### src/rtl/control_sequencer.sv
// -----------------------------------------------------------------------------
// control_sequencer
// Hardwired control unit that sits directly upstream of the datapath. It steps
// through fetch (T0-T2) and execute (T3-T6) for register-format ALU, NEG/NOT,
// MUL/DIV and HALT instructions. It generates every datapath strobe from the
// current state and the IR value that the datapath returns.
//
// Ports
//   i_clock            rising-edge clock
//   i_clear            asynchronous active-high reset (state -> RESET, counter -> 0)
//   i_ir[31:0]         IR contents: op=[31:27] Ra=[26:23] Rb=[22:19] Rc=[18:15]
//   i_stop             halt at the next instruction boundary instead of fetching
//   o_run              1 while sequencing (T0..T6)
//   o_rin/o_rout       one-hot register load / bus-drive selects (bit n -> Rn)
//   o_pcout..o_loin    single-bit datapath strobes
//   o_op[4:0]          ALU operation code
// Parameters
//   MEM_WAIT           extra cycles T1 is held; T1 lasts MEM_WAIT+1 cycles
//   NREG               number of general registers
// -----------------------------------------------------------------------------
module control_sequencer #(
  parameter int MEM_WAIT = 0,
  parameter int NREG     = 16
) (
  input  logic            i_clock,
  input  logic            i_clear,
  input  logic [31:0]     i_ir,
  input  logic            i_stop,
  output logic            o_run,
  output logic [NREG-1:0] o_rin,
  output logic [NREG-1:0] o_rout,
  output logic            o_pcout,
  output logic            o_pcin,
  output logic            o_incpc,
  output logic            o_marin,
  output logic            o_mdrin,
  output logic            o_mdrout,
  output logic            o_read,
  output logic            o_irin,
  output logic            o_yin,
  output logic            o_zhighin,
  output logic            o_zlowin,
  output logic            o_zhighout,
  output logic            o_zlowout,
  output logic            o_hiin,
  output logic            o_loin,
  output logic [4:0]      o_op
);

  localparam int            CW        = (MEM_WAIT > 0) ? $clog2(MEM_WAIT + 1) : 1;
  localparam logic [CW-1:0] WAIT_LAST = CW'(MEM_WAIT);

  typedef enum logic [3:0] {
    S_RESET = 4'd0, S_T0 = 4'd1, S_T1 = 4'd2, S_T2 = 4'd3, S_T3 = 4'd4,
    S_T4    = 4'd5, S_T5 = 4'd6, S_T6 = 4'd7, S_HALT = 4'd8
  } state_t;

  typedef enum logic [2:0] {
    C_NOP = 3'd0, C_ALU3 = 3'd1, C_UNARY = 3'd2, C_MULDIV = 3'd3, C_HALT = 3'd4
  } iclass_t;

  state_t        r_state;
  state_t        w_state_nxt;
  state_t        w_boundary;
  logic [CW-1:0] r_cnt;
  logic [CW-1:0] w_cnt_nxt;
  iclass_t       w_class;
  logic [4:0]    w_alu_op;
  logic [4:0]    w_opc;
  logic [3:0]    w_ra;
  logic [3:0]    w_rb;
  logic [3:0]    w_rc;
  logic          w_unused_ir;

  assign w_opc       = i_ir[31:27];
  assign w_ra        = i_ir[26:23];
  assign w_rb        = i_ir[22:19];
  assign w_rc        = i_ir[18:15];
  assign w_unused_ir = ^i_ir[14:0];

  // One-hot select; an index with no matching register yields all zeros.
  function automatic logic [NREG-1:0] f_onehot(input logic [3:0] idx);
    logic [NREG-1:0] v;
    for (int n = 0; n < NREG; n++) begin
      v[n] = (32'(idx) == n);
    end
    return v;
  endfunction

  // Opcode class and ALU code decode.
  always_comb begin
    w_class  = C_NOP;
    w_alu_op = 5'd0;
    case (w_opc)
      5'd3, 5'd4, 5'd5, 5'd6, 5'd7, 5'd8, 5'd9, 5'd10: begin
        w_class  = C_ALU3;
        w_alu_op = w_opc;
      end
      5'd17: begin
        w_class  = C_UNARY;
        w_alu_op = 5'd1;
      end
      5'd18: begin
        w_class  = C_UNARY;
        w_alu_op = 5'd2;
      end
      5'd15, 5'd16: begin
        w_class  = C_MULDIV;
        w_alu_op = w_opc;
      end
      5'd27: begin
        w_class  = C_HALT;
        w_alu_op = 5'd0;
      end
      default: begin
        w_class  = C_NOP;
        w_alu_op = 5'd0;
      end
    endcase
  end

  // Next state, wait counter and all strobes from state + IR.
  always_comb begin
    w_state_nxt = r_state;
    w_cnt_nxt   = '0;
    w_boundary  = i_stop ? S_HALT : S_T0;
    o_run       = 1'b0;
    o_rin       = '0;
    o_rout      = '0;
    o_pcout     = 1'b0;
    o_pcin      = 1'b0;
    o_incpc     = 1'b0;
    o_marin     = 1'b0;
    o_mdrin     = 1'b0;
    o_mdrout    = 1'b0;
    o_read      = 1'b0;
    o_irin      = 1'b0;
    o_yin       = 1'b0;
    o_zhighin   = 1'b0;
    o_zlowin    = 1'b0;
    o_zhighout  = 1'b0;
    o_zlowout   = 1'b0;
    o_hiin      = 1'b0;
    o_loin      = 1'b0;
    o_op        = 5'd0;
    case (r_state)
      S_RESET: begin
        w_state_nxt = w_boundary;
      end
      S_T0: begin
        o_run       = 1'b1;
        o_pcout     = 1'b1;
        o_marin     = 1'b1;
        o_incpc     = 1'b1;
        o_zlowin    = 1'b1;
        w_state_nxt = S_T1;
      end
      S_T1: begin
        o_run   = 1'b1;
        o_read  = 1'b1;
        o_mdrin = 1'b1;
        // PC reload from Z happens only once, on the first T1 cycle.
        if (r_cnt == '0) begin
          o_zlowout = 1'b1;
          o_pcin    = 1'b1;
        end else begin
          o_zlowout = 1'b0;
          o_pcin    = 1'b0;
        end
        if (r_cnt == WAIT_LAST) begin
          w_state_nxt = S_T2;
          w_cnt_nxt   = '0;
        end else begin
          w_state_nxt = S_T1;
          w_cnt_nxt   = r_cnt + CW'(1);
        end
      end
      S_T2: begin
        o_run       = 1'b1;
        o_mdrout    = 1'b1;
        o_irin      = 1'b1;
        w_state_nxt = S_T3;
      end
      S_T3: begin
        o_run = 1'b1;
        case (w_class)
          C_ALU3: begin
            o_rout      = f_onehot(w_rb);
            o_yin       = 1'b1;
            w_state_nxt = S_T4;
          end
          C_UNARY: begin
            o_rout      = f_onehot(w_rb);
            o_op        = w_alu_op;
            o_zlowin    = 1'b1;
            w_state_nxt = S_T4;
          end
          C_MULDIV: begin
            o_rout      = f_onehot(w_ra);
            o_yin       = 1'b1;
            w_state_nxt = S_T4;
          end
          C_HALT:  w_state_nxt = S_HALT;
          default: w_state_nxt = w_boundary;
        endcase
      end
      S_T4: begin
        o_run = 1'b1;
        if (w_class == C_UNARY) begin
          o_zlowout   = 1'b1;
          o_rin       = f_onehot(w_ra);
          w_state_nxt = w_boundary;
        end else begin
          // 3-reg ALU second operand is Rc; MUL/DIV second operand is Rb.
          o_rout      = f_onehot((w_class == C_MULDIV) ? w_rb : w_rc);
          o_op        = w_alu_op;
          o_zhighin   = 1'b1;
          o_zlowin    = 1'b1;
          w_state_nxt = S_T5;
        end
      end
      S_T5: begin
        o_run     = 1'b1;
        o_zlowout = 1'b1;
        if (w_class == C_MULDIV) begin
          o_loin      = 1'b1;
          w_state_nxt = S_T6;
        end else begin
          o_rin       = f_onehot(w_ra);
          w_state_nxt = w_boundary;
        end
      end
      S_T6: begin
        o_run       = 1'b1;
        o_zhighout  = 1'b1;
        o_hiin      = 1'b1;
        w_state_nxt = w_boundary;
      end
      S_HALT: begin
        w_state_nxt = S_HALT;
      end
      default: begin
        w_state_nxt = S_RESET;
      end
    endcase
  end

  // State register and T1 wait counter.
  always_ff @(posedge i_clock or posedge i_clear) begin
    if (i_clear) begin
      r_state <= S_RESET;
      r_cnt   <= '0;
    end else begin
      r_state <= w_state_nxt;
      r_cnt   <= w_cnt_nxt;
    end
  end

endmodule

### config.mk
export PLATFORM = sky130hd
export DESIGN_NAME = control_sequencer
export DESIGN_NICKNAME = d
export VERILOG_FILES = /design/src/rtl/control_sequencer.sv
export SDC_FILE = /design/constraint.sdc
export NUM_CORES = 1
export LEC_CHECK = 0
export CELL_PAD_IN_SITES_DETAIL_PLACEMENT = 1
export CELL_PAD_IN_SITES_GLOBAL_PLACEMENT = 2
export CORE_UTILIZATION = 20
export DETAILED_ROUTE_END_ITERATION = 7
export PLACE_DENSITY = 0.9
export RECOVER_POWER = 25
export SKIP_LAST_GASP = 1
export SYNTH_ARGS = -nofsm -noshare
export SYNTH_HDL_FRONTEND = slang
export SYNTH_SLANG_ARGS = --single-unit
export TNS_END_PERCENT = 1
### constraint.sdc
create_clock -name i_clock -period 5.35 [get_ports i_clock]
set_clock_uncertainty 0.1 [all_clocks]
set_input_delay 0.535 -clock i_clock [delete_from_list [all_inputs] [get_ports i_clock]]
set_output_delay 0.535 -clock i_clock [all_outputs]
set_load 0.02 [all_outputs]
==> impl_metrics.json, run 1 <==
{
  "core_area_mm2": 0.00694,
  "ys_types": 53,
  "report.final.slew_viol_count": 0,
  "p_int_uw": 213,
  "top_register": "r_state",
  "die_x_um": 87.8,
  "startpoint_type": "input pin",
  "dr.pass1.iters": 4,
  "powerDensity_mw_per_mm2": 197,
  "portBuffers": 72,
  "holdBufCountCts": 0,
  "synth_fp_nets": 263,
  "place.gp.congestion": 0.842,
  "synth_fa_ha_area_share_pct": 0,
  "yosys-mux-area-fraction_pct": 5.77,
  "design.die.area_mm2": 0.00772,
  "io_pins": 88,
  "setup_viol_count_final": 0,
  "syn_inst": 228,
  "drv_cap": 0,
  "path_class": "input pin to output pin",
  "p_leak_nw": 0.784,
  "cts_tree": "done",
  "syn_area_per_cell_um2": 6.46,
  "status": "completed",
  "die_h_um": 87.8,
  "rsz0062_at_grt": "false",
  "clk_pin_slew_ns": 0.03,
  "viasPerCell": 5.18,
  "final_common_cell": "clkdlybuf4s50_1",
  "start_util_pct": 21.2,
  "grt_pass1_vias": 1858,
  "cp_slowest_stage_delay_ns": 0.85,
  "max_freq_ghz": 0.219,
  "ys_warn_count": 0,
  "nets": 316,
  "rrSetupSlack_ns": 2.92,
  "max-vdd-ir-drop_mv": 0.0753,
  "synth_async_sr_flop_share_pct": 100,
  "power_frac_seq_pct": 17.9,
  "finalHoldViolCount": 0,
  "fin_tns_setup_ns": 0,
  "grt_usage_pct": 15.1,
  "vias": 1943,
  "drc_errors": 0,
  "grt_max_degree": 21,
  "htreeDepth": 1,
  "numClockSinks": 4,
  "insertedDiodeCount": 0,
  "finalNonFillerCells": 375,
  "nFillCells": 888,
  "synthXorXnorAreaFrac_pct": 2.38,
  "drive_above_1_share_pct": 5.02,
  "crit_path_end_kind": "output pin",
  "synth-simple-area-share_pct": 50.0,
  "clkPwrFrac_pct": 14.3,
  "dp_cells": 372,
  "clk_latency_ns": 0.22,
  "num_rows": 30,
  "power_switching_share_pct": 51.6,
  "yosysSeqAreaShare_pct": 6.79,
  "cp_max_fo": 15,
  "dp_hpwl_mm": 4.56,
  "p_total_uw": 440,
  "pwr-share-comb_pct": 67.9,
  "overflow": 0,
  "finalCritPeriodShare_pct": 85.4,
  "switching_power_uw": 227,
  "drt_iter0_drc": 39,
  "min_path_type": "input pin to asynchronous set/reset pin",
  "largest_registers": "r_state (4)",
  "wire_per_inst_um": 15.7,
  "holdWs_ns": 0.560,
  "synth_edf_count": 0,
  "slowest_stage": "dlygate4sd3_1",
  "largest_reg_flops": 4,
  "antenna_left": 0,
  "grt_antenna_before_repair": 0,
  "grt_pass1_wl_mm": 9.37,
  "cts_buffers": 3,
  "postCtsSetupBuffers": 0,
  "synth_top_family_by_area": "simple AND/OR/NAND/NOR gates",
  "wl_mm": 5.90,
  "post_cts_resized": 0,
  "layout_common_cells": "clkdlybuf4s50_1 (61), nand2_1 (24), nor4_1 (19)",
  "slew_headroom_pct": 34.8,
  "worst_pin_slew_ns": 0.976,
  "root_buffer": "clkbuf_8",
  "cp.required_ns": 4.72,
  "min_period_ns": 4.57,
  "syn-cell-area_mm2": 0.00147,
  "synth_compound_area_share_pct": 23.7,
  "utilization_pct": 32.2,
  "cp_cell_sequence": "dlygate4sd3_1, or3b_2, nor2_1, or3_1, nand3_1, o221ai_1, clkdlybuf4s50_1",
  "cts_buffer_depth": 2,
  "synth.ff_latch_count": 4,
  "syn_to_final_growth_pct": 51.5,
  "synthFlopType": "dfrtp_1",
  "worstPathArrival_ns": 3.94
}
[worst max-delay path: cells and delay by family]
family,cells,cell delay [ns]
buf+inv,2,1.50
compound gates,1,0.25
simple gates,4,1.63
[logic make-up (layout without fill, tap and decap cells)]
family	after synthesis	in the layout
AO/OA/AOI/OAI	46	46
XOR/XNOR	4	4
buffers and inverters	36	87
flip-flops	4	4
multiplexers	8	8
AND/OR/NAND/NOR	130	130
[worst paths after layout]
check	start	endpoint	cells past startpoint
max reg2reg	r_state[3]	r_state[2]	5
max in group asynchronous	i_clear	r_state[0]	2
max	i_ir[31]	o_rout[5]	7
min reg2reg	r_state[0]	r_state[0]	2
min in group i_clock	r_state[0]	r_state[0]	2
min	i_clear	r_state[2]	2
[cells in the mapped netlist (3+ instances only)]
cell       instances  area (µm²)
and3_1             4        25.0
o2111ai_1          3        26.3
nand4_1            7        43.8
nor2b_1           13        81.3
dfrtp_1            4         100
o21ai_0            5        25.0
nor3b_1            4        30.0
nand2b_1          11        68.8
inv_1             10        37.5
a22oi_1            5        37.5
or3_1              4        25.0
xnor2_1            4        35.0
mux2i_1            7        70.1
nor3_1             9        45.0
nor2_1            13        48.8
buf_1              4        15.0
nand2_1           24        90.1
nand3_1            7        35.0
o221ai_1           5        43.8
clkbuf_1          13        48.8
buf_4              6        45.0
nor4_1            19         119
a21oi_1            7        35.0
o211ai_1           5        37.5
[stage by stage]
stage	worst slack, ns	area (µm²)
after detailed placement	0.998	2200
after global placement	1.03	2200
after global routing	0.521	2230
after floorplan	2.31	1470
after CTS	0.989	2240
final	0.779	2230
[metal layers]
layer,wire (µm),up-vias,track usage (%)
li1,-,949,-
met1,2850,945,21.3
met2,2830,49,25.4
met3,227,0,1.41
met4,0,0,2.09
met5,0,-,0
[area by class of cell]
| type | count | area, µm² | share of cell area, % |
|---|---|---|---|
| Multi-Input combinational cell | 188 | 1200 | 53.7 |
| Timing Repair Buffer | 74 | 736 | 32.9 |
| Tap cell | 96 | 120 | 5.38 |
| Sequential cell | 4 | 100 | 4.48 |
| Clock buffer | 3 | 41.3 | 1.85 |
| Inverter | 10 | 37.5 | 1.68 |
[power by group through the flow]
stage,registers [mW],clock network (mW),logic (mW)
floorplan,0.0474,0,0.237
global placement,0.0774,0,0.301
detailed placement,0.0781,0,0.310
CTS,0.0774,0.0647,0.312
global route,0.0827,0.0667,0.329
finish,0.0785,0.0627,0.299
Power figures use the tool's default switching activity.
==> run 2, diff against run 1 <==
CAP_MARGIN = 10   (was default)
SLEW_MARGIN = 25   (was default)
==> results of run 2 <==
No change in the layout: final DEF, timing and power equal those of run 1.
